$ cat config.mk
export PLATFORM = sky130hd
export DESIGN_NAME = config_arbiter
export DESIGN_NICKNAME = d
export VERILOG_FILES = /design/src/rtl/config_arbiter.sv
export SDC_FILE = /design/constraint.sdc
export NUM_CORES = 1
export LEC_CHECK = 0
export ABC_AREA = 0
export CAP_MARGIN = 20
export CORE_MARGIN = 8
export CORE_UTILIZATION = 41
export CTS_CLUSTER_DIAMETER = 30
export CTS_CLUSTER_SIZE = 25
export DETAILED_ROUTE_END_ITERATION = 10
export GPL_TIMING_DRIVEN = 0
export MAX_ROUTING_LAYER = met4
export PLACE_DENSITY = 0.79
export RECOVER_POWER = 50
export SYNTH_ARGS = -nofsm -noshare
export SYNTH_HDL_FRONTEND = slang
export SYNTH_SLANG_ARGS = --single-unit
$ cat constraint.sdc
create_clock -name clk -period 2.6 [get_ports clk]
set_clock_uncertainty 0.2 [all_clocks]
set_input_delay 0.26 -clock clk [delete_from_list [all_inputs] [get_ports clk]]
set_output_delay 0.26 -clock clk [all_outputs]
set_load 0.02 [all_outputs]
$ cat src/rtl/config_arbiter.sv
// Round-robin arbiter that serializes two requesters' configuration commands onto
// the parameter store port, with a bounded wait for the store's done/error status.
module config_arbiter #(
  parameter int TIMEOUT_CYCLES = 16
) (
  input  logic              clk,
  input  logic              rst_n,
  input  logic              a_req,
  input  logic [2:0]        a_type,
  input  logic signed [7:0] a_val1,
  input  logic signed [7:0] a_val2,
  output logic              a_ack,
  output logic              a_ok,
  output logic              a_err,
  input  logic              b_req,
  input  logic [2:0]        b_type,
  input  logic signed [7:0] b_val1,
  input  logic signed [7:0] b_val2,
  output logic              b_ack,
  output logic              b_ok,
  output logic              b_err,
  input  logic              cfg_lock,
  output logic              config_valid,
  output logic [2:0]        config_type,
  output logic signed [7:0] config_value1,
  output logic signed [7:0] config_value2,
  input  logic              config_done,
  input  logic              config_error,
  output logic              busy,
  output logic              cfg_timeout
);

  localparam int CW = $clog2(TIMEOUT_CYCLES + 1);
  localparam logic [CW-1:0] CNT_LAST = CW'(TIMEOUT_CYCLES - 1);

  typedef enum logic [1:0] {
    S_IDLE  = 2'd0,
    S_ISSUE = 2'd1,
    S_WAIT  = 2'd2,
    S_RESP  = 2'd3
  } state_e;

  state_e          state_q, state_d;
  logic [CW-1:0]   cnt_q, cnt_d;
  logic            owner_q, owner_d;   // 0 = A, 1 = B
  logic            last_q, last_d;     // requester granted most recently
  logic            grant_s, res_ok_s, res_err_s, res_to_s;

  logic            valid_q, valid_d;
  logic            a_ack_q, a_ack_d, a_ok_q, a_ok_d, a_err_q, a_err_d;
  logic            b_ack_q, b_ack_d, b_ok_q, b_ok_d, b_err_q, b_err_d;
  logic            busy_q, busy_d, to_q, to_d;
  logic [2:0]      type_q, type_d;
  logic [7:0]      v1_q, v1_d, v2_q, v2_d;

  // State, sequencing bookkeeping and registered outputs
  always_ff @(posedge clk or negedge rst_n) begin
    if (!rst_n) begin
      state_q <= S_IDLE;
      cnt_q   <= '0;
      owner_q <= 1'b0;
      last_q  <= 1'b1;
      valid_q <= 1'b0;
      a_ack_q <= 1'b0;
      a_ok_q  <= 1'b0;
      a_err_q <= 1'b0;
      b_ack_q <= 1'b0;
      b_ok_q  <= 1'b0;
      b_err_q <= 1'b0;
      busy_q  <= 1'b0;
      to_q    <= 1'b0;
      type_q  <= 3'd0;
      v1_q    <= 8'd0;
      v2_q    <= 8'd0;
    end else begin
      state_q <= state_d;
      cnt_q   <= cnt_d;
      owner_q <= owner_d;
      last_q  <= last_d;
      valid_q <= valid_d;
      a_ack_q <= a_ack_d;
      a_ok_q  <= a_ok_d;
      a_err_q <= a_err_d;
      b_ack_q <= b_ack_d;
      b_ok_q  <= b_ok_d;
      b_err_q <= b_err_d;
      busy_q  <= busy_d;
      to_q    <= to_d;
      type_q  <= type_d;
      v1_q    <= v1_d;
      v2_q    <= v2_d;
    end
  end

  // Next state: arbitration in IDLE, status/timeout resolution in WAIT
  always_comb begin
    state_d   = state_q;
    cnt_d     = cnt_q;
    owner_d   = owner_q;
    last_d    = last_q;
    grant_s   = 1'b0;
    res_ok_s  = 1'b0;
    res_err_s = 1'b0;
    res_to_s  = 1'b0;
    case (state_q)
      S_IDLE: begin
        if (!cfg_lock && (a_req || b_req)) begin
          grant_s = 1'b1;
          owner_d = (a_req && b_req) ? ~last_q : b_req;
          last_d  = owner_d;
          state_d = S_ISSUE;
        end else begin
          state_d = S_IDLE;
        end
      end
      S_ISSUE: begin
        cnt_d   = '0;
        state_d = S_WAIT;
      end
      S_WAIT: begin
        // error takes precedence over a coincident done
        if (config_error) begin
          res_err_s = 1'b1;
          state_d   = S_RESP;
        end else if (config_done) begin
          res_ok_s = 1'b1;
          state_d  = S_RESP;
        end else if (cnt_q == CNT_LAST) begin
          res_err_s = 1'b1;
          res_to_s  = 1'b1;
          state_d   = S_RESP;
        end else begin
          cnt_d = cnt_q + CW'(1);
        end
      end
      S_RESP: begin
        state_d = S_IDLE;
      end
      default: begin
        state_d = S_IDLE;
      end
    endcase
  end

  // Output next values, registered so every pulse lands one cycle after its decision
  always_comb begin
    valid_d = grant_s;
    a_ack_d = grant_s & ~owner_d;
    b_ack_d = grant_s & owner_d;
    a_ok_d  = res_ok_s & ~owner_q;
    a_err_d = res_err_s & ~owner_q;
    b_ok_d  = res_ok_s & owner_q;
    b_err_d = res_err_s & owner_q;
    to_d    = res_to_s;
    busy_d  = (state_d != S_IDLE);
    if (grant_s) begin
      if (owner_d) begin
        type_d = b_type;
        v1_d   = b_val1;
        v2_d   = b_val2;
      end else begin
        type_d = a_type;
        v1_d   = a_val1;
        v2_d   = a_val2;
      end
    end else begin
      type_d = type_q;
      v1_d   = v1_q;
      v2_d   = v2_q;
    end
  end

  assign config_valid  = valid_q;
  assign config_type   = type_q;
  assign config_value1 = v1_q;
  assign config_value2 = v2_q;
  assign a_ack         = a_ack_q;
  assign a_ok          = a_ok_q;
  assign a_err         = a_err_q;
  assign b_ack         = b_ack_q;
  assign b_ok          = b_ok_q;
  assign b_err         = b_err_q;
  assign busy          = busy_q;
  assign cfg_timeout   = to_q;

endmodule
==> flow_metrics.env, run 1 <==
export IMPL_ctsHoldBuffers=1
export IMPL_synth_seq_cells=37
export IMPL_nets=306
export IMPL_drt_pass1_iterations=4
export IMPL_placementRows=23
export IMPL_routed_wl_mm=4.16
export IMPL_die_w_um=79.6
export IMPL_synth_area_mm2=0.00166
export IMPL_fin_crit_sh_pct=85.3
export IMPL_rsz0062_at_grt="false"
export IMPL_syn_inst=175
export IMPL_path_cells="ha_1 -> and3_1 -> ha_1 -> nor4b_4 -> nand4_1 -> xnor2_1 -> and2_1"
export IMPL_antenna_left=0
export IMPL_drv_cap=0
export IMPL_synth_top_area_share_pct=54.4
export IMPL_critPathSlowestCell="dfrtp_1"
export IMPL_crit_family="simple AND/OR/NAND/NOR gates"
export IMPL_drv_slew=0
export IMPL_drc=0
export IMPL_io_buffer_count=72
export IMPL_overflow=0
export IMPL_synth_enable_flop_cells=0
export IMPL_fin_crit_ns=2.22
export IMPL_synth_fp_nets=226
export IMPL_critPathKind="flop to flop"
export IMPL_yosysSeqAreaShare_pct=56.0
export IMPL_setup_tns_ns=0
export IMPL_dp_hpwl_mm=3.15
export IMPL_crit_path_end_kind="flop"
export IMPL_cts_sinks=37
export IMPL_final_cells=305
export IMPL_drt_first_iter_violations=78
export IMPL_start_util_pct=42.0
export IMPL_slew_headroom_pct=40.0
export IMPL_track_usage_pct=14.5
export IMPL_cp_arrival_ns=2.19
export IMPL_cp_common_cell="ha_1"
export IMPL_cpPeakStageDelay_ns=0.41
export IMPL_grt_pass1_vias=1496
export IMPL_worstMarginPinSlew_ns=0.899
export IMPL_num_fill_cells=339
export IMPL_synthArstFlopShare_pct=100
export IMPL_insertion_delay_ns=0.28
export IMPL_wire_per_inst_um=13.7
export IMPL_peakVddDrop_v=0.000545
export IMPL_coreArea_mm2=0.00394
export IMPL_grt_pass1_wl_mm=6.93
export IMPL_cts_inserted_buffers=5
export IMPL_place_congestion=0.738
export IMPL_cp_num_buf_inv=0
export IMPL_die_area_mm2=0.00633
export IMPL_finalSetupViolCount=0
export IMPL_drive_above_1_share_pct=6.27
export IMPL_cts_resized=0
export IMPL_synth_largest_area_cell="dfrtp_1"
export IMPL_min_path_type="flop to flop"
export IMPL_post_dp_cell_area_mm2=0.00243
export IMPL_status="finished clean"
export IMPL_yosys_top_cells_count="dfrtp_1 (36), nor2_1 (26), nand2_1 (23)"
export IMPL_ys_top_cells_by_area="dfrtp_1 (54%), a21oi_1 (6.6%), o21ai_1 (6.0%)"
export IMPL_cp_start_kind="flop"
export IMPL_die_h_um=79.6
export IMPL_rrSetupSlack_ns=0.38
export IMPL_ios=73
export IMPL_fmax_mhz=451
export IMPL_viasPerCell=4.78
export IMPL_crit_required_ns=2.58
export IMPL_hold_slack_ns=0.253
export IMPL_synth_most_common_cell="dfrtp_1"
export IMPL_synth_cell_type_count=26
export IMPL_grt_antenna_before_repair=0
export IMPL_diodes=0
export IMPL_cts_root_buf="clkbuf_8"
export IMPL_vias=1459
export IMPL_area_growth_pct=52.6
export IMPL_path_clk_slew_ns=0.07
export IMPL_synth_yosys_warnings=0
export IMPL_hold_viol_final=0
export IMPL_syn_area_per_cell_um2=9.47
export IMPL_cts_buffer_depth=2
export IMPL_cts_tree="yes"
export IMPL_power_leakage_nw=1.14
export IMPL_cts_setup_buffers=0
export IMPL_power_density_mw_per_mm2=1020
export IMPL_fin_area_mm2=0.00253
export IMPL_htree_levels=2
export IMPL_cp_max_fo=6
export IMPL_synthFlopType="dfrtp_1"
export IMPL_grt_max_degree=38
export IMPL_placed_cells=297
==> layer usage <==
| metal | vias up | GRT usage [%] | part of all wire [%] |
|---|---|---|---|
| li1 | 742 | - | - |
| met1 | 665 | 16.7 | 42 |
| met2 | 47 | 22.2 | 47 |
| met3 | 5 | 4.95 | 8.7 |
| met4 | 0 | 6.67 | 1.8 |
| met5 | - | - | 0 |
==> power by group <==
| part | switching [W] | leakage [nW] | internal, W |
|---|---|---|---|
| clock | 0.000187 | 0.0443 | 0.000210 |
| combinational | 0.000677 | 0.639 | 0.000586 |
| sequential | 0.000113 | 0.460 | 0.000812 |
==> final timing paths <==
path / startpoint / endpoint / cells past startpoint
worst max-delay path: cnt_q[0] / cnt_q[3] / 7
worst min-delay path: owner_q / a_err / 1
worst max register to register: cnt_q[0] / cnt_q[3] / 7
worst min register to register: owner_q / a_err / 1
max in group asynchronous: rst_n / a_err / 2
min in group asynchronous: rst_n / state_q[0] / 2
==> kinds of logic after synthesis <==
kind of cell	count (synthesis)	share of synthesized area [%]
AOI/OAI and AO/OA	50	15.6
xor gates and xnor gates	1	0.529
buffers and inverters	13	3.85
and+or+nand+nor	68	19.6
adders and majority gates	6	4.53
DFF	37	56.0
==> worst register-to-register path, stage by stage (launching register included) <==
cell and delay [ns]:
dfrtp_1 0.41, ha_1 0.24, and3_1 0.19, ha_1 0.25, nor4b_4 0.38, nand4_1 0.16
xnor2_1 0.14, and2_1 0.14
==> area by class of cell <==
cell class / instances / area (um^2) / area share [%]
Buffer: 8 / 42.5 / 1.68
Clock buffer: 7 / 86.3 / 3.42
Inverter: 5 / 18.8 / 0.743
Multi-Input combinational cell: 125 / 664 / 26.3
Sequential cell: 37 / 927 / 36.7
Tap cell: 50 / 62.6 / 2.48
Timing Repair Buffer: 73 / 726 / 28.7
==> state kept, by name, summed over array words and instances, names as in the netlist, 2 cells and up <==
register	flops
state_q	2
config_value1	8
cnt_q	5
config_value2	8
config_type	3
==> layout by cell type, fill, tap and decap left out, drive strengths merged <==
cell type,Yosys,final
dfstp,1,1
nand3b,1,1
and2,3,3
nor2b,2,2
nor4b,1,1
ha,6,6
dfrtp,36,36
nand2,23,23
and3b,1,1
o41ai,1,1
clkdlybuf4s50,0,63
nand2b,3,3
a21oi,22,22
xnor2,1,1
and2b,1,1
nor2,26,26
nand3,2,2
a22oi,1,1
nand4,1,1
inv,5,5
o22ai,1,1
and3,3,3
buf,8,6
clkbuf,0,10
or2,1,1
dlygate4sd3,0,9
o21ai,25,25
==> per-stage QoR <==
stage                     util (%)  setup WS (ns)  power, W
after floorplan                  -          0.523   0.00165
after global placement        61.9          0.217   0.00221
after detailed placement      61.8          0.394   0.00224
after CTS                     64.2          0.376   0.00263
after global routing          64.1          0.249   0.00279
final                         64.1          0.383   0.00259
(Power assumes the default switching activity.)
==> inputs of run 2 (changes only) <==
--- a/config.mk
+++ b/config.mk
@@ -16,6 +16,7 @@
 export MAX_ROUTING_LAYER = met4
 export PLACE_DENSITY = 0.79
 export RECOVER_POWER = 50
+export SETUP_SLACK_MARGIN = 0.15
 export SYNTH_ARGS = -nofsm -noshare
 export SYNTH_HDL_FRONTEND = slang
 export SYNTH_SLANG_ARGS = --single-unit
==> constraint.sdc (replaced) <==
create_clock -name clk -period 2.3 [get_ports clk]
set_clock_uncertainty 0.2 [all_clocks]
set_input_delay 0.23 -clock clk [delete_from_list [all_inputs] [get_ports clk]]
set_output_delay 0.23 -clock clk [all_outputs]
set_load 0.02 [all_outputs]
==> flow_metrics.env, run 2 (synthesis gave the netlist of run 1 again) <==
export IMPL_path_clk_slew_ns=0.07
export IMPL_power_density_mw_per_mm2=1150
export IMPL_mostFrequentLayoutCells="clkdlybuf4s50_1 (63), dfrtp_1 (36), nor2_1 (26)"
export IMPL_cts_sinks=37
export IMPL_cts_tree="yes"
export IMPL_insertion_delay_ns=0.28
export IMPL_final_common_cell="clkdlybuf4s50_1"
export IMPL_rr_startpoint="cnt_q[0]"
export IMPL_rsz0062_at_grt="false"
export IMPL_finalSetupViolCount=0
export IMPL_grt_pass1_wl_mm=6.96
export IMPL_cts_buffer_depth=2
export IMPL_setup_tns_ns=0
export IMPL_htree_levels=2
export IMPL_hold_depth=1
export IMPL_drv_slew=0
export IMPL_routed_wl_mm=4.24
export IMPL_post_dp_cell_area_mm2=0.00243
export IMPL_dp_hpwl_mm=3.15
export IMPL_io_buffer_count=72
export IMPL_viasPerCell=4.79
export IMPL_crit_required_ns=2.26
export IMPL_place_congestion=0.738
export IMPL_fin_area_mm2=0.00256
export IMPL_cts_root_buf="clkbuf_8"
export IMPL_die_h_um=79.6
export IMPL_holdPathEnd="a_err"
export IMPL_worstMarginPinSlew_ns=0.891
export IMPL_crit_start="cnt_q[0]"
export IMPL_drive_above_1_share_pct=8.53
export IMPL_die_w_um=79.6
export IMPL_cp_start_kind="flop"
export IMPL_drv_cap=0
export IMPL_min_path_type="flop to flop"
export IMPL_cts_inserted_buffers=5
export IMPL_min_from="owner_q"
export IMPL_area_growth_pct=54.6
export IMPL_grt_max_degree=38
export IMPL_r2r_end="busy"
export IMPL_power_leakage_nw=1.16
export IMPL_grt_pass1_vias=1479
export IMPL_cp_max_fo=4
export IMPL_placementRows=23
export IMPL_die_area_mm2=0.00633
export IMPL_r2r_cells=6
export IMPL_antenna_left=0
export IMPL_overflow=0
export IMPL_fin_crit_sh_pct=90.9
export IMPL_cp_arrival_ns=2.05
export IMPL_crit_path_end_kind="flop"
export IMPL_critPathKind="flop to flop"
export IMPL_diodes=0
export IMPL_hold_slack_ns=0.254
export IMPL_track_usage_pct=14.5
export IMPL_start_util_pct=42.0
export IMPL_hold_viol_final=0
export IMPL_finish_utilization_pct=65.0
export IMPL_nets=309
export IMPL_fmax_mhz=478
export IMPL_fin_crit_ns=2.09
export IMPL_drc=0
export IMPL_status="finished clean"
export IMPL_slew_headroom_pct=40.6
export IMPL_ios=73
export IMPL_rrSetupSlack_ns=0.21
export IMPL_vias=1474
export IMPL_drt_first_iter_violations=65
export IMPL_peakVddDrop_v=0.000613
export IMPL_drt_pass1_iterations=4
export IMPL_grt_antenna_before_repair=0
export IMPL_coreArea_mm2=0.00394
export IMPL_wire_per_inst_um=13.8
[run 2: cell types whose count changed in the layout (fill, tap and decap cells not counted)]
cell / delta
buf_2: +1
o41ai_1: -1
clkbuf_1: -1
buf_4: +3
o41ai_2: +1
ha_2: +1
ha_1: -1
[run 2: cell type report]
cell class	instances	area [um^2]
Multi-Input combinational cell	125	674
Timing Repair Buffer	76	748
Clock buffer	7	86.3
Inverter	5	18.8
Tap cell	50	62.6
Fill cell	333	1380
Buffer	8	43.8
Sequential cell	37	927
[run 2: worst max path at each step]
stage / endpoint / slack, ns / cells after the start
4_1_cts: busy / 0.21 / 6
3_5_place_dp: cnt_q[3] / 0.09 / 7
2_1_floorplan: cnt_q[3] / 0.22 / 7
5_1_grt: cnt_q[3] / 0.08 / 7
6_report: busy / 0.21 / 6
3_3_place_gp: config_value2[4] / -0.05 / 1
[run 2: layer usage]
metal	up-vias	GRT usage, %	wire length (um)
met1	677	16.8	1800
met2	49	22.1	2050
met5	-	-	0
met3	2	4.95	351
met4	0	6.67	40
li1	746	-	-
[run 2: timing repair]
action                                 in CTS  in global routing
setup endpoints to repair                   2                  3
setup buffers                               1                  2
hold buffers                                1                  0
pin swaps                                   1                  2
endpoints found under the hold margin      36                  0
gates resized for setup                     2                  1
[run 2: power by group]
group          switching [W]  internal, W  total, W
combinational       0.000777     0.000684   0.00146
sequential          0.000131     0.000919   0.00105
clock               0.000206     0.000238  0.000444
total                0.00111      0.00184   0.00295
[run 2: through the flow]
| step | power [W] | std cells | worst slack (ns) |
|---|---|---|---|
| 3_5_place_dp | 0.00253 | 297 | 0.0944 |
| 4_1_cts | 0.00299 | 306 | 0.207 |
| 2_1_floorplan | 0.00186 | 175 | 0.223 |
| 3_3_place_gp | 0.00249 | 297 | -0.0531 |
| 5_1_grt | 0.00319 | 308 | 0.0788 |
| 6_report | 0.00295 | 308 | 0.210 |
[run 2: critical path, cell delays in order, from the launching register on]
cell and delay, ns:
dfrtp_1 0.41, ha_2 0.21, and3_1 0.18, ha_1 0.25, o41ai_2 0.31, o22ai_1 0.14, or2_2 0.28
